### config.mk
export PLATFORM = sky130hd
export DESIGN_NAME = sl28_wdt
export DESIGN_NICKNAME = d
export VERILOG_FILES = /design/src/rtl/sl28_wdt_pkg.sv /design/src/rtl/sl28_wdt.sv
export SDC_FILE = /design/constraint.sdc
export NUM_CORES = 1
export LEC_CHECK = 0
export CORE_MARGIN = 3
export CORE_UTILIZATION = 44
export DETAILED_ROUTE_END_ITERATION = 16
export PLACE_DENSITY = 0.72
export SLEW_MARGIN = 15
export SYNTH_ARGS = -nofsm -noshare
export SYNTH_HDL_FRONTEND = slang
export SYNTH_SLANG_ARGS = --single-unit
### constraint.sdc
create_clock -name clk -period 2.3 [get_ports clk]
set_input_delay 0.46 -clock clk [delete_from_list [all_inputs] [get_ports clk]]
set_output_delay 0.46 -clock clk [all_outputs]
set_load 0.005 [all_outputs]
### src/rtl/sl28_wdt_pkg.sv
// Shared definitions for the SL28 watchdog: CTRL bit positions, register
// offsets within the decoded window, the kick magic default and FSM encoding.
package sl28_wdt_pkg;

  localparam int CTRL_EN      = 0;
  localparam int CTRL_LOCK    = 1;
  localparam int CTRL_RST_EN  = 2;
  localparam int CTRL_EXPIRED = 7;

  localparam logic [1:0] OFF_CTRL    = 2'd0;
  localparam logic [1:0] OFF_TIMEOUT = 2'd1;
  localparam logic [1:0] OFF_KICK    = 2'd2;
  localparam logic [1:0] OFF_COUNT   = 2'd3;

  localparam logic [7:0] KICK_MAGIC_DEF = 8'h6b;

  typedef enum logic [1:0] {
    ST_DISABLED = 2'd0,
    ST_RUNNING  = 2'd1,
    ST_EXPIRED  = 2'd2
  } wdt_state_e;

endpackage

### src/rtl/sl28_wdt.sv
// SL28 watchdog: CSR window of four registers, a tick-driven countdown and an
// expiry FSM that raises a level irq and an optional one-cycle reset request.
module sl28_wdt
  import sl28_wdt_pkg::*;
#(
  parameter logic [7:0] BASE            = 8'h10,
  parameter logic [7:0] DEFAULT_TIMEOUT = 8'd30,
  parameter logic [7:0] KICK_MAGIC      = KICK_MAGIC_DEF
) (
  input  logic       clk,
  input  logic       rst,
  input  logic       tick,
  input  logic [7:0] csr_a,
  input  logic       csr_we,
  input  logic [7:0] csr_di,
  output logic [7:0] csr_do,
  output logic       wdt_rst_req,
  output logic       irq,
  output logic [1:0] o_dbg_state
);

  wdt_state_e r_state;
  logic       r_en;
  logic       r_lock;
  logic       r_rst_en;
  logic [7:0] r_timeout;
  logic [7:0] r_count;
  logic       r_rst_req;

  // The 9-bit difference makes addresses below BASE borrow into bit 8, so one
  // compare rejects both sides of the window.
  logic [8:0] w_diff;
  logic       w_hit;
  logic [1:0] w_off;
  logic       w_wr_ctrl;
  logic       w_wr_timeout;
  logic       w_kick;
  logic       w_en_nx;
  logic       w_lock_nx;
  logic       w_rst_en_nx;

  assign w_diff       = {1'b0, csr_a} - {1'b0, BASE};
  assign w_hit        = (w_diff[8:2] == 7'd0);
  assign w_off        = w_diff[1:0];
  assign w_wr_ctrl    = csr_we && w_hit && (w_off == OFF_CTRL);
  assign w_wr_timeout = csr_we && w_hit && (w_off == OFF_TIMEOUT);
  assign w_kick       = csr_we && w_hit && (w_off == OFF_KICK) && (csr_di == KICK_MAGIC);

  // Once locked, EN and RST_EN are frozen and LOCK can only stay set.
  assign w_en_nx     = r_lock ? r_en     : csr_di[CTRL_EN];
  assign w_rst_en_nx = r_lock ? r_rst_en : csr_di[CTRL_RST_EN];
  assign w_lock_nx   = r_lock | csr_di[CTRL_LOCK];

  always_ff @(posedge clk) begin
    if (rst) begin
      r_state   <= ST_DISABLED;
      r_en      <= 1'b0;
      r_lock    <= 1'b0;
      r_rst_en  <= 1'b0;
      r_timeout <= DEFAULT_TIMEOUT;
      r_count   <= 8'd0;
      r_rst_req <= 1'b0;
    end else begin
      r_rst_req <= 1'b0;
      if (w_wr_ctrl) begin
        r_en     <= w_en_nx;
        r_lock   <= w_lock_nx;
        r_rst_en <= w_rst_en_nx;
      end
      if (w_wr_timeout) begin
        r_timeout <= csr_di;
      end
      unique case (r_state)
        ST_DISABLED: begin
          if (w_wr_ctrl && w_en_nx) begin
            r_state <= ST_RUNNING;
            r_count <= r_timeout;
          end
        end
        ST_RUNNING: begin
          if (w_wr_ctrl && !w_en_nx) begin
            r_state <= ST_DISABLED;
          end else if (w_kick) begin
            r_count <= r_timeout;
          end else if (tick) begin
            if (r_count <= 8'd1) begin
              r_count   <= 8'd0;
              r_state   <= ST_EXPIRED;
              r_rst_req <= r_rst_en;
            end else begin
              r_count <= r_count - 8'd1;
            end
          end
        end
        ST_EXPIRED: begin
          if (w_wr_ctrl && csr_di[CTRL_EXPIRED]) begin
            if (w_en_nx) begin
              r_state <= ST_RUNNING;
              r_count <= r_timeout;
            end else begin
              r_state <= ST_DISABLED;
            end
          end
        end
        default: r_state <= ST_DISABLED;
      endcase
    end
  end

  always_comb begin
    csr_do = 8'h00;
    if (w_hit) begin
      unique case (w_off)
        OFF_CTRL:    csr_do = {(r_state == ST_EXPIRED), 4'b0000, r_rst_en, r_lock, r_en};
        OFF_TIMEOUT: csr_do = r_timeout;
        OFF_KICK:    csr_do = 8'h00;
        OFF_COUNT:   csr_do = r_count;
        default:     csr_do = 8'h00;
      endcase
    end
  end

  assign wdt_rst_req = r_rst_req;
  assign irq         = (r_state == ST_EXPIRED);
  assign o_dbg_state = r_state;

endmodule

* After elaboration in Yosys (flattened, before gate mapping) *
Cells that the tools add are included.

storage, ports and cells
  register bits = 22
  input port bits = 20
  output and inout bits = 12

cells by class
  add/subtract/negate cells = 2
  order comparisons = 1
  equal/unequal tests = 14
  mux-type cells = 19
  bitwise operators = 5
  reductions and logical operators = 17

operator list
  cell                                                 count
  two-way mux 8 bit                                    8
  case mux 8 bit (4 select lines)                      1
  case mux 8 bit (3 select lines)                      1
  two-way mux 2 bit                                    6
  != test 3 bit, second input constant                 4
  subtractor 8 x 5 -> 9 bit, second input constant     1
  == test 8 x 7 -> 1 bit, second input constant        1
  <= comparator 8 x 1 -> 1 bit, second input constant  1
  logical AND 1 bit                                    8
  subtractor 8 x 1 -> 8 bit, second input constant     1
  zero test 7 bit                                      1
  == test 2 bit, second input constant                 3
  case mux 2 bit (3 select lines)                      1
  AND reduction 6 bit                                  1
  OR reduction 6 bit                                   1
  AND reduction 5 bit                                  1
  == test 2 x 1 -> 1 bit, second input constant        2
  zero test 2 bit                                      2
  != test 2 x 1 -> 1 bit, second input constant        2
  != test 2 bit, second input constant                 2
  NOT 1 bit                                            4
  nonzero test 3 bit                                   1
  two-way mux 1 bit                                    2
  AND reduction 2 bit                                  1
  2 further kinds                                      2

* Longest topological paths before layout *
  word-level depth = 8
  gate-level depth with buffers = 8
  depth with buffers taken out = 8

* Worst setup path before layout *
No wires, ideal clock.

  path kind = input -> register
  start point = in csr_a[0]
  end point = reg r_count[0]
  library setup time = 134 ps
  arrival = 2027 ps
  slack = 140 ps
  stages = 7
  path through = buf_6 or4b_1 nor4b_2 o32ai_1 a21o_2 a221oi_1 a211oi_1

on the way
  longest elaborated chain between the ends = 8
  elaborated cells on any way between the ends = 19
  classes of those cells = 1 x add/sub; 5 x eq/ne; 3 x mux; 10 x reduce/logical

ends and longest elaborated chain
  element                          RTL line                        RTL
  start, declared                  sl28_wdt.sv:13                  input logic [7:0] csr_a,
  subtractor 8 x 5 -> 9 bit (*)    sl28_wdt.sv:42                  assign w_diff = {1'b0, csr_a} - {1'b0, BASE};
  zero test 7 bit                  sl28_wdt.sv:43                  assign w_hit = (w_diff[8:2] == 7'd0);
  logical AND 1 bit                sl28_wdt.sv:45, sl28_wdt.sv:47
  logical AND 1 bit (2 in series)  sl28_wdt.sv:47                  assign w_kick = csr_we && w_hit && (w_off == OFF_KICK) && (csr_di == KICK_MAGIC);
  two-way mux 8 bit                sl28_wdt.sv:83                  end else if (w_kick) begin
  two-way mux 8 bit                sl28_wdt.sv:81                  if (w_wr_ctrl && !w_en_nx) begin
  case mux 8 bit (3 select lines)  sl28_wdt.sv:73                  unique case (r_state)
  end signal, assigned             sl28_wdt.sv:77                  r_count <= r_timeout;
  end signal, assigned             sl28_wdt.sv:84                  r_count <= r_timeout;
  end signal, assigned             sl28_wdt.sv:91                  r_count <= r_count - 8'd1;
  end, declared                    sl28_wdt.sv:27                  logic [7:0] r_count;

Mark *: on every way between the ends. The rest lies on a longest branch, timed or not. The select of a mux whose other input is x is not followed.
A chain may end at the register's enable or synchronous reset.

* Final worst setup path *
  start point = in csr_a[0]
  end point = out csr_do[1]

on the way
  longest elaborated chain between the ends = 4
  elaborated cells on any way between the ends = 8
  classes of those cells = 1 x add/sub; 3 x eq/ne; 2 x mux; 2 x reduce/logical

ends and longest elaborated chain
  element                                RTL line         RTL
  subtractor 8 x 5 -> 9 bit (*)          sl28_wdt.sv:42
  == test 2 bit (tied with other cells)  sl28_wdt.sv:113  unique case (w_off)
  case mux 8 bit (4 select lines)        sl28_wdt.sv:113
  two-way mux 8 bit (*)                  sl28_wdt.sv:112  if (w_hit) begin
  end, declared                          sl28_wdt.sv:16   output logic [7:0] csr_do,

Mark *: on every way between the ends. The rest lies on a longest branch, timed or not.

==> results.md <==
Floorplanning:
- In this run the core area contains 20 standard-cell rows.
- The y dimension of the die is 63.66 um.
- The effective utilization at floorplan is 0.4714.
- The floorplan step defined a core boundary enclosing 3103 um^2.
- The full die area is 4052 um^2.
- The boundary pin count is 32.
- In this run the horizontal extent of the chip is 63.66 um.

Synth:
- In this run the cell area of the synthesized design comes to 1463 um^2.
- The post-synthesis sequential area ratio is 0.3011.
- The number of flip-flops and latches in the synthesized netlist is 22.
- By area the synthesized netlist is led by sky130_fd_sc_hd__dfxtp_1 (30%), sky130_fd_sc_hd__nor2_1 (6.9%), sky130_fd_sc_hd__mux2i_1 (6.2%).
- By area, the combinational part of the netlist is dominated by simple AND/OR/NAND/NOR gates.
- Of the total synthesized cell area, the portion taken by full adders, half adders and majority gates is 0.01711.
- Of the post-synthesis cell area, the part taken by muxes is 0.1001.
- Of all cell types, the one taking the most synthesized area is sky130_fd_sc_hd__dfxtp_1.
- The fraction of synthesized cell area taken by the top area cell type is 0.3011.
- In the synthesized netlist the dominant register cell turns out to be sky130_fd_sc_hd__dfxtp_1.
- Of the total synthesized cell area, the portion taken by XOR and XNOR cells is 0.01198.
- For this run, asynchronously set or reset flops after synthesis account for 0.
- The number of nets in the synthesized netlist is 197.
- The average cell area after synthesis is 8.358 um^2.
- The cell with the most instances after synthesis is sky130_fd_sc_hd__nor2_1.
- The count of synthesis-stage warnings from yosys is 0.
- The count of different cell masters after synthesis is 49.
- The synthesized-area fraction occupied by ao, oa, aoi and oai cells was 0.2258.
- Sorting the synthesized cells by how often they occur yields sky130_fd_sc_hd__nor2_1 (27), sky130_fd_sc_hd__dfxtp_1 (22), sky130_fd_sc_hd__a21oi_1 (11), sky130_fd_sc_hd__nor3_1 (10).
- Synthesis produced a netlist whose cell count is 175.
- Of the total synthesized cell area, the portion taken by AND, OR, NAND and NOR gates is 0.2960.
- The synthesized design contains 0 enable-type register cells.

Timing:
- Setup repair after global routing could not meet its margin everywhere.
- The worst hold slack after final layout is 0.5292 ns.
- The maximum clock frequency is 0.4365 GHz.
- The hold violation total from the final report is 0.
- Setup slack on the critical path of the routed design comes to 0.009116 ns.
- The share of the clock period used by the worst path is 0.9960.
- The total of endpoints with negative setup slack in the final report is 0.
- The number of slew-limit violations in the final report was 0.
- After layout, the minimum clock period comes to 2.291 ns.
- At the pin with the least slew margin, the transition time is 0.6924 ns.
- The worst slew slack as a fraction of its limit is 0.5370.
- Between clock sinks in the finished design, the worst skew comes to 0.004383 ns.

Setup path:
- The critical path's top delay family is buffers and inverters.
- The worst setup path is of the input port to primary output kind.
- Among all stages on the critical path, the largest delay is contributed by sky130_fd_sc_hd__clkdlybuf4s50_1.
- The largest single stage delay on the critical path is 0.50 ns.
- Data on the critical path arrives at its endpoint at 1.83 ns.
- The buffer and inverter count on the worst path is 4.
- Of all nets on the critical path, the largest fanout is 7.
- The critical path goes through dlygate4sd2_1, buf_6, nor2_1, buf_4, a22oi_2, nor2_2, clkdlybuf4s50_1.
- The type of element launching the critical path is an input port.
- At the worst endpoint, the required time is 1.84 ns.
- The element type at the critical path end is a primary output.

Final layout:
- At the end of the flow, the number of nets in the layout was 261.
- The share of layout cells above drive strength 1 is 0.3277.
- The area added between synthesis and finish is 51.15%.
- The fill cell instance count of the final layout is 274.
- The number of antenna diodes in the final layout is 0.
- The finished layout holds 282 standard cells, fillers aside.

Placed design:
- During placement, the flow inserted port buffers numbering 31.
- The setup slack at placement is -0.6524 ns.
- The cell count after placement is 274.
- The post-detailed-placement half-perimeter wirelength is 3364 um.
- Routability-driven placement finished with a final weighted congestion of 0.8871.

Drt:
- The post-detailed-route via-to-cell ratio is 5.684.
- The post-route antenna net violation count is 0.
- The number of iterations in the first detailed-routing pass is 4.
- The final layout contains routed wiring with a total length of 4646 um.
- In the routed design, unresolved DRC markers number 0.
- The detail-routed net length per standard cell is 16.48 um.
- The detailed router finished its first iteration with 92 violations.
- The number of vias after detailed routing is 1603.

Clocking:
- The count of hold-fix buffers inserted at cts is 0.
- TritonCTS built the clock tree.
- The longest clock path from root to sink contains 2 buffers.
- The H-tree level count is 1.
- The tree built by TritonCTS fans out to 22 sinks.
- The root buffer cell is sky130_fd_sc_hd__clkbuf_4.
- The clock latency of the later-clocked register in the worst-skew pair is 0.31 ns.
- After clock tree synthesis, the clock-pin slew on the worst setup and hold paths is 0.14 ns.
- The number of buffers created by CTS is 3.

Pwr:
- In this run the static leakage power is 0.0009565 uW.
- The power density over cell area is 364.4 nW/um^2.
- In this run the power spent charging and discharging nets is 183.6 uW.
- The share of total power consumed by net switching is 0.2278.
- IR analysis of the VDD net gives a maximum drop of 0.2878 mV.
- Of the total power, registers draw 0.475.
- The share of total power dissipated in combinational logic is 0.145.
- The cell-internal power is 622.1 uW.
- The part of the total power dissipated in the clock network is 0.380.

Global route:
- The number of antenna violations at the first check in global routing is 0.
- The number of global-route vias before repair is 1627.
- Entering global routing, the biggest net connects 20 pins.
- The combined global-route utilization of all metal layers is 0.2365.
- The global route total overflow is 0.
- The first global-routing pass estimated 7714 um of wire.

Min path:
- The path class of the lowest-slack min-delay path is flip-flop to flip-flop.

Flow run:
- Across the run, the number of max-cap violations was 0.

Status:
- The run finished with clean final reports.
## cell families (layout without fill, tap and decap cells)
| family | Yosys count | count (layout) |
|---|---|---|
| AOI/OAI and AO/OA | 45 | 45 |
| xor gates and xnor gates | 2 | 2 |
| adders and majority gates | 2 | 2 |
| buffers and inverters | 15 | 78 |
| DFF | 22 | 22 |
| muxes | 14 | 14 |
| and+or+nand+nor | 75 | 75 |
## timing repair
item,in CTS,in global routing
setup buffers,1,3
resized for setup,42,21
endpoints found under the hold margin,0,0
pin swaps,10,10
setup endpoints to repair,18,13
## worst paths after layout
check	start	to	slack, ns	cells past startpoint
setup / recovery	csr_a[0]	csr_do[1]	0.009	7
hold / removal	r_timeout[2]	r_timeout[2]	0.53	1
setup reg to reg	r_count[3]	wdt_rst_req	0.13	5
hold reg to reg	r_timeout[2]	r_timeout[2]	0.53	1
## cell usage in the layout, fill, tap and decap left out, types with 4 or more instances in the layout
cell type,count
sky130_fd_sc_hd__a211oi_1,6
sky130_fd_sc_hd__nor2_2,6
sky130_fd_sc_hd__a211o_1,4
sky130_fd_sc_hd__nor2_1,20
sky130_fd_sc_hd__a21oi_1,11
sky130_fd_sc_hd__inv_1,9
sky130_fd_sc_hd__buf_4,32
sky130_fd_sc_hd__nor3_1,9
sky130_fd_sc_hd__dlymetal6s2s_1,5
sky130_fd_sc_hd__clkdlybuf4s50_1,15
sky130_fd_sc_hd__mux2i_1,9
sky130_fd_sc_hd__o21ai_0,5
sky130_fd_sc_hd__mux2_2,5
sky130_fd_sc_hd__dfxtp_1,22
sky130_fd_sc_hd__buf_2,5
sky130_fd_sc_hd__nand2_1,6
## stage by stage
stage               instance area [um^2]  utilization  power, uW  TNS [ns]
floorplan                           1463            -      427.0         0
global placement                    2017       0.6500      492.7    -8.352
detailed placement                  2017       0.6500      494.8    -9.148
CTS                                 2125       0.6847      806.5         0
global route                        2211       0.7125      842.8  -0.09218
finish                              2211       0.7125      805.7         0
## metal layers
layer / routed length, um / GRT usage / up-vias
li1: - / - / 778
met4: 48 / 0.06739 / 0
met1: 2044 / 0.3044 / 761
met3: 280 / 0.03743 / 6
met2: 2272 / 0.4042 / 58
met5: 0 / 0 / -
## power by group through the flow
stage | Clock, uW | Sequential, uW | Combinational [uW]
after floorplan | 0 | 390 | 36.5
after global placement | 0 | 391 | 102
after detailed placement | 0 | 391 | 104
after CTS | 314 | 382 | 110
after global routing | 335 | 383 | 125
final | 306 | 382 | 117
## cell type report
type,count,area [um^2],area share
tap,44,55.05,0.02490
clock buffer,3,22.52,0.01019
multi-input combinational,138,1076,0.4867
sequential,22,440.4,0.1992
timing repair buffer,65,553.0,0.2501
inverter,9,33.78,0.01528
clock inverter,1,30.03,0.01358
## registers in the layout, indices dropped and copies added, names as in the netlist
signal       flops
r_count          8
r_timeout        8
o_dbg_state      2
r_en             1
r_lock           1
r_rst_en         1
wdt_rst_req      1
Note: power is estimated with default switching activity, not from simulation.
